### config.mk
export PLATFORM = sky130hd
export DESIGN_NAME = vc_state_tracker
export DESIGN_NICKNAME = d
export VERILOG_FILES = /design/src/rtl/vc_state_tracker.sv
export SDC_FILE = /design/constraint.sdc
export NUM_CORES = 1
export LEC_CHECK = 0
export CAP_MARGIN = 5
export CELL_PAD_IN_SITES_DETAIL_PLACEMENT = 0
export CELL_PAD_IN_SITES_GLOBAL_PLACEMENT = 2
export CORE_AREA = 10 10 103 105
export CTS_BUF_LIST = sky130_fd_sc_hd__clkbuf_16
export DETAILED_ROUTE_END_ITERATION = 10
export DIE_AREA = 0 0 113 115
export PLACE_DENSITY_LB_ADDON = 0.1
export SYNTH_ARGS = -nofsm -noshare
export SYNTH_HDL_FRONTEND = slang
export SYNTH_SLANG_ARGS = --single-unit
### constraint.sdc
create_clock -name clk -period 2.3 [get_ports clk]
set_clock_uncertainty 0.05 [all_clocks]
set_input_delay 0.23 -clock clk [delete_from_list [all_inputs] [get_ports clk]]
set_output_delay 0.23 -clock clk [all_outputs]
set_load 0.1 [all_outputs]
### src/rtl/vc_state_tracker.sv
// vc_state_tracker
// Tracks ownership and credit state of each downstream virtual channel on one
// router output port. Produces the per-VC state vector read by the VC
// allocator and the per-VC credit counts read by the switch allocator.
//
// state  | meaning
// IDLE   | VC unowned, all credits home, grantable
// ACTIVE | VC owned by a packet, at least one credit available
// STALL  | VC owned by a packet, no credits available
// DRAIN  | tail sent, waiting for every credit to return
module vc_state_tracker #(
    parameter int VC_NUM    = 4,
    parameter int BUF_DEPTH = 8,
    parameter int VC_W      = 2,
    parameter int CNT_W     = 4
) (
    input  logic                      clk,
    input  logic                      rst,
    input  logic [VC_NUM-1:0]         grant,
    input  logic                      send_valid,
    input  logic [VC_W-1:0]           send_vc,
    input  logic                      send_tail,
    input  logic                      credit_valid,
    input  logic [VC_W-1:0]           credit_vc,
    output logic [VC_NUM*3-1:0]       G,
    output logic [VC_NUM*CNT_W-1:0]   credits,
    output logic                      free_set0,
    output logic                      free_set1,
    output logic                      err
);

    typedef enum logic [2:0] {
        IDLE   = 3'd0,
        ACTIVE = 3'd1,
        STALL  = 3'd2,
        DRAIN  = 3'd3
    } vc_state_t;

    localparam logic [CNT_W-1:0] FULL = CNT_W'(BUF_DEPTH);

    vc_state_t        state_q [VC_NUM];
    vc_state_t        state_d [VC_NUM];
    logic [CNT_W-1:0] cred_q  [VC_NUM];
    logic [CNT_W-1:0] cred_d  [VC_NUM];
    logic             err_q;
    logic             err_d;

    logic             grant_onehot;
    logic             grant_multi;
    logic             grant_busy;
    logic             grant_ok;
    logic             send_ok;
    logic [VC_NUM-1:0] dec;
    logic [VC_NUM-1:0] inc;
    logic [VC_NUM-1:0] ovf;

    // Classify this cycle's grant and send against the current VC states.
    always_comb begin
        grant_onehot = (grant != '0) && ((grant & (grant - 1'b1)) == '0);
        grant_multi  = (grant != '0) && !grant_onehot;
        grant_busy   = 1'b0;
        for (int i = 0; i < VC_NUM; i++) begin
            if (grant[i] && (state_q[i] != IDLE)) grant_busy = 1'b1;
        end
        grant_ok = grant_onehot && !grant_busy;
        // Only an ACTIVE VC may send; ACTIVE guarantees a credit is available.
        send_ok  = send_valid && (state_q[send_vc] == ACTIVE);
    end

    // Per-VC credit arithmetic and next-state selection.
    always_comb begin
        for (int i = 0; i < VC_NUM; i++) begin
            dec[i]     = send_ok && (send_vc == VC_W'(i));
            inc[i]     = credit_valid && (credit_vc == VC_W'(i));
            ovf[i]     = 1'b0;
            cred_d[i]  = cred_q[i];
            if (dec[i] && !inc[i]) begin
                cred_d[i] = cred_q[i] - 1'b1;
            end else if (inc[i] && !dec[i]) begin
                if (cred_q[i] == FULL) ovf[i] = 1'b1;
                else                   cred_d[i] = cred_q[i] + 1'b1;
            end

            state_d[i] = state_q[i];
            case (state_q[i])
                IDLE: begin
                    if (grant_ok && grant[i])
                        state_d[i] = (cred_d[i] != '0) ? ACTIVE : STALL;
                end
                ACTIVE, STALL: begin
                    if (dec[i] && send_tail)  state_d[i] = DRAIN;
                    else if (cred_d[i] != '0) state_d[i] = ACTIVE;
                    else                      state_d[i] = STALL;
                end
                DRAIN: begin
                    if (cred_d[i] == FULL) state_d[i] = IDLE;
                end
                default: state_d[i] = IDLE;
            endcase
        end
        err_d = err_q | grant_multi | (grant_onehot & grant_busy)
              | (send_valid & ~send_ok) | (|ovf);
    end

    // State, credit and error registers; reset wins over every other input.
    always_ff @(posedge clk) begin
        if (rst) begin
            for (int i = 0; i < VC_NUM; i++) begin
                state_q[i] <= IDLE;
                cred_q[i]  <= FULL;
            end
            err_q <= 1'b0;
        end else begin
            for (int i = 0; i < VC_NUM; i++) begin
                state_q[i] <= state_d[i];
                cred_q[i]  <= cred_d[i];
            end
            err_q <= err_d;
        end
    end

    // Pack registered state onto the output buses and derive set availability.
    always_comb begin
        free_set0 = 1'b0;
        free_set1 = 1'b0;
        for (int i = 0; i < VC_NUM; i++) begin
            G[3*i +: 3]              = state_q[i];
            credits[CNT_W*i +: CNT_W] = cred_q[i];
            if (state_q[i] == IDLE) begin
                if (i < VC_NUM/2) free_set0 = 1'b1;
                else              free_set1 = 1'b1;
            end
        end
        err = err_q;
    end

endmodule

==> insert_results.sql, run 1 <==
INSERT INTO impl_metrics (metric_group, metric, value, unit) VALUES
('outcome', 'outcome', 'completed', ''),
('critical_path', 'regToRegStartpoint', 'state_q[3][0]', ''),
('global_route', 'grt_max_degree', '20', ''),
('power_and_ir_drop', 'comb_power_share', '62.6', '%'),
('routing', 'detailroute.wirelength.met2', '3750', 'µm'),
('routing', 'drt-initial-drc-count', '83', ''),
('routing', 'drt-vias-per-instance', '4.97', ''),
('routing', 'post_drt_wl_per_cell', '15.2', 'µm'),
('routing', 'detail_route.drc_violations', '0', ''),
('power_and_ir_drop', 'power.static_leakage', '1.44', 'nW'),
('layout', 'fin_area', '3340', 'µm²'),
('routing', 'via_count', '2421', ''),
('global_route', 'number_of_global_route_vias_before_repair', '2495', ''),
('routing', 'met3_wirelength', '243', 'µm'),
('routing', 'drt_pass1_iterations', '4', ''),
('sta', 'final.setup.tns', '0', 'ps'),
('sta', 'rsz0062_at_grt', 'no', ''),
('critical_path', 'critPathArrivalTime', '2320', 'ps'),
('routing', 'routed_wl', '7380', 'µm'),
('sta', 'period_needed', '2220', 'ps'),
('hold_path', 'hp-class', 'flop to flop', ''),
('place', 'place.detailed.hpwl', '6050', 'µm'),
('global_route', 'grt_pass1_wl', '12300', 'µm'),
('clocking', 'htreeDepth', '1', ''),
('logic_synthesis', 'synthCells', '286', ''),
('clocking', 'clock_tree_from_tritoncts', 'yes', ''),
('layout', 'antenna_diodes', '0', ''),
('critical_path', 'cp_max_fo', '8', ''),
('critical_path', 'critical_path_class', 'primary input to flop', ''),
('critical_path', 'critical_path.startpoint_type', 'primary input', ''),
('clocking', 'clock_buffer_depth', '2', ''),
('power_and_ir_drop', 'power.total', '2.73', 'mW'),
('die', 'core-area', '8550', 'µm²'),
('routing', 'routedLengthMet1', '3310', 'µm'),
('logic_synthesis', 'synth-edff-count', '0', ''),
('logic_synthesis', 'ys_seq_elements', '25', ''),
('logic_synthesis', 'synthesis.area', '2280', 'µm²'),
('sta', 'holdWs', '462', 'ps'),
('logic_synthesis', 'async_flop_share', '0', '%'),
('critical_path', 'reg2reg_to', 'state_q[3][1]', ''),
('global_route', 'grt_util_all_layers', '11.4', '%'),
('layout', 'final_net_count', '411', ''),
('sta', 'layout_worst_path_cycle_share', '96.4', '%'),
('routing', 'final_antenna_net_count', '0', ''),
('power_and_ir_drop', 'power.switching', '1.34', 'mW'),
('power_and_ir_drop', 'sw_frac_of_total', '48.9', '%'),
('logic_synthesis', 'synth.distinct_cells', '68', ''),
('logic_synthesis', 'synthesis.yosys.warnings', '0', ''),
('logic_synthesis', 'commonest_register_cell_after_synthesis', 'dfxtp_1', ''),
('place', 'globalplace.congestion', '0.790', ''),
('logic_synthesis', 'post_synthesis_average_cell_area', '7.98', 'µm²'),
('sta', 'setup_viol', '0', ''),
('hold_path', 'hold-path-cell-count', '2', ''),
('power_and_ir_drop', 'power_per_cell_area', '819', 'nW/µm²'),
('clocking', 'cts_made_buffers', '3', ''),
('routing', 'top_layer_used', 'met4', ''),
('layout', 'mostFrequentLayoutCells', 'buf_4 (84), inv_1 (20), a21oi_1 (18)', ''),
('layout', 'utilization_of_the_core_after_routing', '39.0', '%'),
('clocking', 'root_buffer_master', 'clkbuf_16', ''),
('die', 'placementRows', '34', ''),
('die', 'die_width', '113', 'µm'),
('place', 'port_buffers', '39', ''),
('sta', 'fmaxAchievable', '0.451', 'GHz'),
('logic_synthesis', 'seq_area_frac_synth', '21.9', '%'),
('die', 'floorplan.die.height', '115', 'µm'),
('critical_path', 'rrSetupSlack', '100', 'ps'),
('hold_path', 'endpoint_of_the_worst_hold_timing_path', 'state_q[2][1]', ''),
('layout', 'post_route_cells_drive_above_1_share', '38.3', '%'),
('hold_path', 'hp-start', 'state_q[2][1]', ''),
('die', 'initial_core_util', '26.7', '%'),
('global_route', 'global_route.overflow_total', '0', '');
final cells by class:
type	instances	area, µm²
Clock buffer	3	75.1
Clock inverter	1	3.75
Fill cell	905	5210
Inverter	23	86.3
Multi-Input combinational cell	231	1730
Sequential cell	25	568
Tap cell	108	135
Timing Repair Buffer	96	743
per-stage QoR:
stage	cells	worst slack, ps
floorplan	289	0.346
global placement	482	-447
detailed placement	482	-449
CTS	486	56.4
global route	487	5.33
finish	487	83.0
worst max-delay path: stages:
cell,delay (ps)
dlygate4sd2_1,340
and3b_1,250
a21oi_1,240
a22oi_1,100
mux2_2,290
a211o_1,250
a311o_1,380
a22o_1,230
per-layer routing:
metal  vias up  GRT usage (%)
li1       1251              -
met3         6           2.34
met4         0           2.03
met5         -              0
met1      1131           13.3
met2        33           21.1
how the worst max path moves through the flow:
stage,from,endpoint,slack [ps],depth (start not counted)
after floorplan,cred_q[1][0],state_q[1][1],0.3,10
after global placement,send_vc[1],state_q[2][0],-450,8
after detailed placement,send_vc[1],state_q[3][0],-450,8
after CTS,state_q[3][1],state_q[3][0],60,8
after global routing,cred_q[1][1],state_q[1][1],5,9
final,send_vc[1],state_q[3][1],80,8
Yosys cell counts (7+ instances only):
| master | n | area (µm²) |
|---|---|---|
| and3_1 | 7 | 43.8 |
| xnor2_1 | 9 | 78.8 |
| a211oi_1 | 8 | 60.1 |
| nor2_1 | 17 | 63.8 |
| nand3_1 | 13 | 65.1 |
| dfxtp_1 | 25 | 500 |
| inv_1 | 23 | 86.3 |
| ha_1 | 18 | 225 |
| a21oi_1 | 18 | 90.1 |
| nand2_1 | 16 | 60.1 |
| o22ai_1 | 9 | 56.3 |
| nor3_1 | 10 | 50.1 |
repair_timing:
action / in CTS / in global routing
setup buffers: 0 / 1
setup endpoints to repair: 8 / 6
pin swaps: 0 / 1
resized for setup: 10 / 10
power by group through the flow:
stage	Sequential, mW	Clock [mW]	Combinational, mW
floorplan	1.06	0	0.775
global placement	0.634	0	1.69
detailed placement	0.632	0	1.68
CTS	0.623	0.422	1.69
global route	0.643	0.441	1.86
finish	0.623	0.400	1.71
sequential cells by signal (all words and copies together) (netlist names):
name	count
cred_q	16
err	1
state_q	8
cells by family (layout without fill, tap and decap cells):
kind of cell	after synthesis	after routing	share of synthesized area [%]
buf+inv	33	123	6.08
simple gates	108	108	28.8
fa+ha+maj	19	19	10.3
flops	25	25	21.9
xor+xnor	13	13	4.99
other cells	1	4	0.164
compound gates	85	85	26.7
mux	2	2	1.10
Note: power is estimated with default switching activity, not from simulation.
==> run 2, diff against run 1 <==
- ABC_CLOCK_PERIOD_IN_PS: default -> 2300
==> results of run 2 <==
Final layout, timing and power as in run 1 (identical DEF).
==> run 3, diff against run 2 <==
- GPL_ROUTABILITY_DRIVEN: default -> 0
- SLEW_MARGIN: default -> 10
==> results of run 3 <==
Final layout, timing and power as in run 1 (identical DEF).
